--- src/rtl/mult_scheduler_if.sv ---
// mult_scheduler_if: requester-side and multiplier-side signals of the shared multiplier scheduler.
interface mult_scheduler_if #(parameter int NREQ = 4);
   logic [NREQ-1:0]   req;
   logic [NREQ-1:0]   ack;
   logic [NREQ-1:0]   done;
   logic [4*NREQ-1:0] a_in;
   logic [4*NREQ-1:0] b_in;
   logic [7:0]        prod;
   logic              busy;
   logic              m_start;
   logic [3:0]        m_a;
   logic [3:0]        m_b;
   logic [7:0]        m_p;
   modport slave (input req, a_in, b_in, m_p, output ack, done, prod, busy, m_start, m_a, m_b);
   modport master (output req, a_in, b_in, m_p, input ack, done, prod, busy, m_start, m_a, m_b);
endinterface

--- src/rtl/mult_scheduler.sv ---
// mult_scheduler: round-robin sharing of one 4x4 sequential multiplier between NREQ requesters.
module mult_scheduler #(
   parameter int NREQ        = 4,
   parameter int MULT_CYCLES = 5
) (
   input logic              clk,
   input logic              clr,
   mult_scheduler_if.slave  s
);
   localparam int IW = (NREQ > 1) ? $clog2(NREQ) : 1;
   localparam int CW = $clog2(MULT_CYCLES + 1);
   localparam logic [1:0] IDLE    = 2'd0;
   localparam logic [1:0] WAIT    = 2'd1;
   localparam logic [1:0] CAPTURE = 2'd2;

   logic [1:0]      state_q, state_d;
   logic [CW-1:0]   cnt_q, cnt_d;
   logic [IW-1:0]   last_q, last_d;
   logic [IW-1:0]   g_q, g_d;
   logic [NREQ-1:0] ack_q, ack_d;
   logic [NREQ-1:0] done_q, done_d;
   logic [7:0]      prod_q, prod_d;
   logic            busy_q, busy_d;
   logic            m_start_q, m_start_d;
   logic [3:0]      m_a_q, m_a_d;
   logic [3:0]      m_b_q, m_b_d;
   logic [IW-1:0]   idx, gi;
   logic            found;

   always_comb begin
      state_d   = state_q;
      cnt_d     = cnt_q;
      last_d    = last_q;
      g_d       = g_q;
      ack_d     = '0;
      done_d    = '0;
      prod_d    = prod_q;
      busy_d    = busy_q;
      m_start_d = 1'b0;
      m_a_d     = m_a_q;
      m_b_d     = m_b_q;
      found     = 1'b0;
      gi        = '0;
      idx       = '0;
      // search starts just after the last grant so the previous winner is considered last
      for (int k = 1; k <= NREQ; k++) begin
         idx = IW'((int'(last_q) + k) % NREQ);
         if (!found && s.req[idx]) begin
            found = 1'b1;
            gi    = idx;
         end
      end
      if (state_q == IDLE && found) begin
         g_d       = gi;
         last_d    = gi;
         m_a_d     = s.a_in[{gi, 2'b00} +: 4];
         m_b_d     = s.b_in[{gi, 2'b00} +: 4];
         ack_d     = NREQ'(1) << gi;
         m_start_d = 1'b1;
         busy_d    = 1'b1;
         cnt_d     = CW'(MULT_CYCLES);
         state_d   = WAIT;
      end else if (state_q == WAIT) begin
         cnt_d   = cnt_q - CW'(1);
         state_d = (cnt_q == CW'(1)) ? CAPTURE : WAIT;
      end else if (state_q == CAPTURE) begin
         prod_d  = s.m_p;
         done_d  = NREQ'(1) << g_q;
         busy_d  = 1'b0;
         state_d = IDLE;
      end
   end

   always_ff @(posedge clk or negedge clr) begin
      if (!clr) begin
         state_q   <= IDLE;
         cnt_q     <= '0;
         last_q    <= IW'(NREQ - 1);
         g_q       <= '0;
         ack_q     <= '0;
         done_q    <= '0;
         prod_q    <= '0;
         busy_q    <= 1'b0;
         m_start_q <= 1'b0;
         m_a_q     <= '0;
         m_b_q     <= '0;
      end else begin
         state_q   <= state_d;
         cnt_q     <= cnt_d;
         last_q    <= last_d;
         g_q       <= g_d;
         ack_q     <= ack_d;
         done_q    <= done_d;
         prod_q    <= prod_d;
         busy_q    <= busy_d;
         m_start_q <= m_start_d;
         m_a_q     <= m_a_d;
         m_b_q     <= m_b_d;
      end
   end

   assign s.ack     = ack_q;
   assign s.done    = done_q;
   assign s.prod    = prod_q;
   assign s.busy    = busy_q;
   assign s.m_start = m_start_q;
   assign s.m_a     = m_a_q;
   assign s.m_b     = m_b_q;
endmodule

--- src/flat_wrapper.sv ---
// flat-port wrapper written by rule: the top's interface ports become plain ports
module mult_scheduler_flat 
#(
   parameter int NREQ        = 4,
   parameter int MULT_CYCLES = 5
)
  (clk, clr, s_req, s_a_in, s_b_in, s_m_p, s_ack, s_done, s_prod, s_busy, s_m_start, s_m_a, s_m_b);
  mult_scheduler_if #(.NREQ(NREQ)) s_i ();
  input logic clk;
  input logic clr;
  input wire logic [$bits(s_i.req)-1:0] s_req;
  input wire logic [$bits(s_i.a_in)-1:0] s_a_in;
  input wire logic [$bits(s_i.b_in)-1:0] s_b_in;
  input wire logic [$bits(s_i.m_p)-1:0] s_m_p;
  output wire logic [$bits(s_i.ack)-1:0] s_ack;
  output wire logic [$bits(s_i.done)-1:0] s_done;
  output wire logic [$bits(s_i.prod)-1:0] s_prod;
  output wire logic [$bits(s_i.busy)-1:0] s_busy;
  output wire logic [$bits(s_i.m_start)-1:0] s_m_start;
  output wire logic [$bits(s_i.m_a)-1:0] s_m_a;
  output wire logic [$bits(s_i.m_b)-1:0] s_m_b;
  assign s_i.req = s_req;
  assign s_i.a_in = s_a_in;
  assign s_i.b_in = s_b_in;
  assign s_i.m_p = s_m_p;
  assign s_ack = s_i.ack;
  assign s_done = s_i.done;
  assign s_prod = s_i.prod;
  assign s_busy = s_i.busy;
  assign s_m_start = s_i.m_start;
  assign s_m_a = s_i.m_a;
  assign s_m_b = s_i.m_b;
  mult_scheduler #(.NREQ(NREQ), .MULT_CYCLES(MULT_CYCLES)) u_core (.clk(clk), .clr(clr), .s(s_i));
endmodule
--- config.mk ---
export PLATFORM = sky130hd
export DESIGN_NAME = mult_scheduler_flat
export DESIGN_NICKNAME = d
export VERILOG_FILES = /design/src/rtl/mult_scheduler_if.sv /design/src/rtl/mult_scheduler.sv /design/src/flat_wrapper.sv
export SDC_FILE = /design/constraint.sdc
export NUM_CORES = 1
export LEC_CHECK = 0
export CORE_ASPECT_RATIO = 0.8
export CORE_MARGIN = 2
export CORE_UTILIZATION = 42
export DETAILED_ROUTE_END_ITERATION = 8
export GPL_TIMING_DRIVEN = 0
export HOLD_SLACK_MARGIN = 0.12
export PLACE_DENSITY = 0.87
export SYNTH_ARGS = -nofsm -noshare
export SYNTH_HDL_FRONTEND = slang
export SYNTH_SLANG_ARGS = --single-unit
--- constraint.sdc ---
create_clock -name clk -period 2.15 [get_ports clk]
set_clock_uncertainty 0.05 [all_clocks]
set_input_delay 0.215 -clock clk [delete_from_list [all_inputs] [get_ports clk]]
set_output_delay 0.215 -clock clk [all_outputs]
set_load 0.01 [all_outputs]
# After elaboration in Yosys (flattened, before gate mapping)

Index checks and enable logic that the tools add are counted.

Muxes and demuxes: 30
Bitwise gates (word level): 2
Magnitude comparators: 4
Reduce and logical (&&, ||, !) cells: 13
Shift-type cells: 4
Add/subtract/negate cells: 5
Eq/ne operators: 4

Operator list:

| kind                  | number |
|---|---|
| $shiftx A16 B5 Y4     | 2 |
| $mux W2               | 8 |
| $mux W4               | 4 |
| $lt A2 B3 Y1 const B  | 4 |
| $mux W1               | 12 |
| $bmux W1 S2           | 4 |
| $shl A1 B2 Y4 const A | 2 |
| $mux W3               | 2 |
| $add A2 B1 Y2 const B | 2 |
| $add A2 B2 Y2 const B | 2 |
| $logic_and A1 B1 Y1   | 4 |
| $reduce_bool A2 Y1    | 2 |
| $eq A3 B1 Y1 const B  | 1 |
| $logic_not A1 Y1      | 3 |
| $reduce_and A3 Y1     | 1 |
| $reduce_bool A3 Y1    | 1 |
| $sub A3 B1 Y3 const B | 1 |
| $eq A2 B1 Y1 const B  | 1 |
| $eq A2 B2 Y1 const B  | 1 |
| $logic_not A2 Y1      | 1 |
| $ne A2 B1 Y1 const B  | 1 |
| $not A1 Y1            | 2 |
| $reduce_and A2 Y1     | 1 |

Input port bits: 46
Register bits: 35
Output and inout port bits: 26

# Depth between registers and ports, before layout

Word-level depth: 16
Depth in mapped cells: 7
Depth with buffers taken out: 7

# Worst setup path before layout

Ideal clock, no wire load.

Path kind: register -> register
Start: register u_core.last_q[1]
End: register u_core.m_a_q[1] (netlist: u_core.s.m_a[1])
Library setup time: 0.140 ns
Arrival time: 1.436 ns
Setup slack: 0.524 ns
Stages on the path, launching flop included: 7
Cell sequence: dfstp_2 -> nand2b_1 -> a21oi_2 -> o221ai_4 -> buf_4 -> mux2i_1 -> o221ai_1

Longest elaborated chain between the ends: 14

Ends and longest elaborated chain:

| item                                                     | RTL line                                   | source |
|---|---|---|
| start, declared                                          | mult_scheduler.sv:18                       | `logic [IW-1:0] last_q, last_d;` |
| start signal, assigned                                   | mult_scheduler.sv:78                       | `last_q <= IW'(NREQ - 1);` |
| start signal, assigned                                   | mult_scheduler.sv:90                       | `last_q <= last_d;` |
| $add A2 B1 Y2                                            | mult_scheduler.sv:47                       | `idx = IW'((int'(last_q) + k) % NREQ);` |
| $bmux W1 S2                                              | mult_scheduler.sv:48                       | `if (!found && s.req[idx]) begin` |
| $mux W1 (not written as such)                            | mult_scheduler.sv:48                       |  |
| $mux W1                                                  | mult_scheduler.sv:48                       |  |
| $logic_not A1 Y1                                         | mult_scheduler.sv:48                       |  |
| $logic_and A1 B1 Y1                                      | mult_scheduler.sv:48                       |  |
| $mux W1                                                  | mult_scheduler.sv:48                       |  |
| $logic_not A1 Y1                                         | mult_scheduler.sv:48                       |  |
| $logic_and A1 B1 Y1                                      | mult_scheduler.sv:48                       |  |
| $mux W1                                                  | mult_scheduler.sv:48                       |  |
| $logic_not A1 Y1                                         | mult_scheduler.sv:48                       |  |
| $logic_and A1 B1 Y1                                      | mult_scheduler.sv:48                       |  |
| $mux W2 or $mux W1 (tied branches)                       | mult_scheduler.sv:48                       |  |
| $shiftx A16 B5 Y4 or $logic_and A1 B1 Y1 (tied branches) | mult_scheduler.sv:56, mult_scheduler.sv:53 |  |
| end signal, assigned                                     | mult_scheduler.sv:97                       | `m_a_q <= m_a_d;` |
| end, declared                                            | mult_scheduler.sv:25                       | `logic [3:0] m_a_q, m_a_d;` |

Parallel ways exist; a longest one is shown, timed or not. The select of a mux whose other input is x is not followed.
A chain may end at the register's enable or synchronous reset.

# Worst setup path in the final report

Start: input s_req[0]
End: register u_core.m_b_q[0] (netlist: u_core.s.m_b[0])

Longest elaborated chain between the ends: 13

Ends and longest elaborated chain:

| item                                                     | RTL line                                   | source |
|---|---|---|
| start, declared                                          | flat_wrapper.sv:11                         | `input wire logic [$bits(s_i.req)-1:0] s_req;` |
| $bmux W1 S2                                              | mult_scheduler.sv:48                       |  |
| $mux W1 (not written as such)                            | mult_scheduler.sv:48                       |  |
| $mux W1                                                  | mult_scheduler.sv:48                       |  |
| $logic_not A1 Y1                                         | mult_scheduler.sv:48                       |  |
| $logic_and A1 B1 Y1                                      | mult_scheduler.sv:48                       |  |
| $mux W1                                                  | mult_scheduler.sv:48                       |  |
| $logic_not A1 Y1                                         | mult_scheduler.sv:48                       |  |
| $logic_and A1 B1 Y1                                      | mult_scheduler.sv:48                       |  |
| $mux W1                                                  | mult_scheduler.sv:48                       |  |
| $logic_not A1 Y1                                         | mult_scheduler.sv:48                       |  |
| $logic_and A1 B1 Y1                                      | mult_scheduler.sv:48                       |  |
| $mux W2 or $mux W1 (tied branches)                       | mult_scheduler.sv:48                       |  |
| $shiftx A16 B5 Y4 or $logic_and A1 B1 Y1 (tied branches) | mult_scheduler.sv:57, mult_scheduler.sv:53 |  |
| end signal, assigned                                     | mult_scheduler.sv:98                       | `m_b_q <= m_b_d;` |
| end, declared                                            | mult_scheduler.sv:26                       | `logic [3:0] m_b_q, m_b_d;` |

Parallel ways exist; a longest one is shown, timed or not. The select of a mux whose other input is x is not followed.

==> results <==
-- synth_stat cells, drive strengths merged (2+ instances only) --
library cell  count
clkbuf            2
nand2            18
dfrtp            33
and3              4
inv               7
mux2              8
ha                7
nand2b            3
buf               4
nor2             11
mux2i            17
a21oi             5
a31oi             2
o21ai             3
dfstp             2
o221ai           10
-- power breakdown --
part	switching (mW)	total (mW)	internal [mW]
registers	0	0.658	0.658
logic	0.0581	0.160	0.102
clock network	0.246	0.709	0.462
total	0.304	1.53	1.22
-- state kept, by name, summed over array words and instances (netlist names), 3 cells and up --
register,count
u_core.s.prod,8
u_core.s.m_a,4
u_core.cnt_q,3
u_core.s.ack,4
u_core.s.done,4
u_core.s.m_b,4
-- layout by cell type, fill, tap and decap left out, types with 2 or more instances in the layout --
cell / count
nand2_1: 18
clkbuf_8: 5
o221ai_1: 9
nand2b_1: 3
and3_1: 4
dfrtp_1: 33
mux2_2: 8
dfstp_2: 2
buf_4: 2
clkdlybuf4s50_1: 70
mux2i_1: 17
clkbuf_1: 2
buf_2: 2
a21oi_1: 4
ha_1: 7
a31oi_1: 2
o21ai_0: 3
bufinv_16: 2
inv_1: 6
nor2_1: 11
-- what timing repair did --
action / 4_1_cts / 5_1_grt
buffers inserted: 0 / 0
hold endpoints to repair: 33 / 0
hold buffers: 1 / 0
-- area by class of cell --
cell class / instances / area (sq um)
Timing Repair Buffer: 72 / 716
Inverter: 7 / 28.8
Clock buffer: 5 / 68.8
Tap cell: 55 / 68.8
Buffer: 6 / 38.8
Fill cell: 318 / 1230
Clock inverter: 3 / 67.6
Sequential cell: 35 / 878
Multi-Input combinational cell: 96 / 756
-- per-layer routing --
| metal | wire length (um) | vias up | GRT usage, % | part of all wire (%) |
|---|---|---|---|---|
| met4 | 53 | 0 | 5.51 | 1.5 |
| met3 | 276 | 4 | 7.48 | 7.6 |
| met2 | 1710 | 46 | 28.1 | 47 |
| met1 | 1570 | 615 | 23.4 | 44 |
| li1 | - | 663 | - | - |
| met5 | 0 | - | 0 | 0 |
-- path summary, 6_finish.rpt --
kind / from / endpoint / slack (ps) / depth (start not counted)
max: s_req[0] / u_core.s.m_b[0]$_DFFE_PN0P_ / 150 / 5
min: u_core.s.m_a[1]$_DFFE_PN0P_ / u_core.s.m_a[1]$_DFFE_PN0P_ / 440 / 2
max reg2reg: u_core.last_q[1]$_DFFE_PN1P_ / u_core.s.m_b[0]$_DFFE_PN0P_ / 340 / 6
min reg2reg: u_core.s.m_a[1]$_DFFE_PN0P_ / u_core.s.m_a[1]$_DFFE_PN0P_ / 440 / 2
max in group asynchronous: clr / u_core.s.ack[0]$_DFF_PN0_ / 1080 / 2
min in group asynchronous: clr / u_core.s.prod[5]$_DFFE_PN0P_ / 490 / 2
-- critical path: cells and delay by family --
| family | cells | cell delay, ps |
|---|---|---|
| buffers and inverters | 2 | 670 |
| and+or+nand+nor | 1 | 310 |
| AOI/OAI and AO/OA | 2 | 890 |
-- cells by family (layout without fill, tap and decap cells) --
logic type	after synthesis	count (layout)	share of synthesized area (%)
simple gates	40	40	11.5
xor+xnor	1	1	0.515
compound gates	23	23	12.0
mux	25	25	15.3
flops	35	35	51.6
buf+inv	13	93	3.97
fa+ha+maj	7	7	5.15
==> flow_metrics.env <==
export IMPL_status="complete, no violations"
export IMPL_timing_critical_path_arrival_ps=2090
export IMPL_worst_path_slowest_cell="o41ai_4"
export IMPL_slowest_delay_ps=690
export IMPL_syn_area_per_cell_sq_um=11.8
export IMPL_portBuffers=71
export IMPL_most_used_dff_post_synth="dfrtp_1"
export IMPL_clkSlewWorstSetupHoldPaths_ps=70
export IMPL_syn_num_nets=197
export IMPL_worst_slew_pin_transition_ps=753
export IMPL_n_diodes=0
export IMPL_clock_insertion_delay_worst_skew_ps=290
export IMPL_first_pass_grt_wire_length_um=6030
export IMPL_dieHeight_um=60.9
export IMPL_synth_enable_flop_cells=0
export IMPL_rows=20
export IMPL_drt_first_pass_iters=4
export IMPL_total_power_mw=1.53
export IMPL_drt_initial_drc_count=61
export IMPL_cts_resized=0
export IMPL_dpl_cell_count=270
export IMPL_clk_root_buffer_cell="clkbuf_8"
export IMPL_floorplan_initialDensity_pct=44.2
export IMPL_routedWlPerCell_um=12.9
export IMPL_vdd_ir_drop_worst_v=0.000375
export IMPL_grt_total_usage_pct=18.1
export IMPL_hold_viol=0
export IMPL_vias=1328
export IMPL_synth_yosys_warnings=0
export IMPL_finalWeightedCongestion=0.730
export IMPL_antenna_left=0
export IMPL_vias_per_cell=4.76
export IMPL_synth_area_sq_um=1700
export IMPL_hold_path_class="reg -> reg"
export IMPL_slew_headroom_pct=49.8
export IMPL_setup_ws_ps=153
export IMPL_crit_chain="clkdlybuf4s50_1 > o41ai_4 > inv_4 > nand2_1 > o221ai_1"
export IMPL_p_leak_nw=1.20
export IMPL_synth_top_area_share_pct=48.5
export IMPL_dp_final_hpwl_um=2680
export IMPL_grt_start_max_net_pins=36
export IMPL_placed_area_sq_um=2480
export IMPL_final_setup_viol_count=0
export IMPL_area_delta_synth_final_pct=54.1
export IMPL_detailedPlace_worstSlack_ps=-163
export IMPL_critPathRequiredTime_ps=2240
export IMPL_synth_ff_latch_count=35
export IMPL_cts_tree="built"
export IMPL_number_of_cts_inserted_buffers=5
export IMPL_setup_worst_path_class="in -> reg"
export IMPL_finish_instance_area_sq_um=2620
export IMPL_die_width_um=75.2
export IMPL_endpoint_kind_of_the_worst_setup_timing_path="register"
export IMPL_final_period_utilization_pct=92.9
export IMPL_setup_tns_final_ps=0
export IMPL_min_period_ps=2000
export IMPL_synth_async_sr_flop_share_pct=100
export IMPL_worstPathMaxFanout=9
export IMPL_number_of_global_route_vias_before_repair=1303
export IMPL_clock_sinks=35
export IMPL_timing_max_transition_violations_final=0
export IMPL_route_final_wire_length_um=3610
export IMPL_synth_largest_area_cell="dfrtp_1"
export IMPL_synth_area_leaders="dfrtp_1 49%, mux2i_1 10%, mux2_2 5.3%"
export IMPL_maxCapViolations=0
export IMPL_grt_ovfl_total=0
export IMPL_max_freq_mhz=501
export IMPL_whs_ps=441
export IMPL_cts_max_path_buffers=2
export IMPL_rsz0062_at_grt="no"
export IMPL_ctsHtreeMaxLevel=2
export IMPL_drc=0
export IMPL_synth_seq_area_share_pct=51.6
export IMPL_power_density_nw_per_um2=582
export IMPL_number_of_antenna_violations_at_the_first_check_in_global_routing=0
export IMPL_num_io_pins=72
export IMPL_fraction_of_layout_cells_with_a_size_suffix_above_1_pct=12.9
export IMPL_count_of_different_cell_masters_after_synthesis=29
export IMPL_die_area_sq_um=4580
export IMPL_core_area_sq_um=3850
export IMPL_netlist_instances=144
export IMPL_critical_path_startpoint_type="input port"
export IMPL_post_route_util_pct=68.1
export IMPL_net_count_of_the_finished_layout=276
export IMPL_instances_no_fill=279
Power figures use the tool's default switching activity.
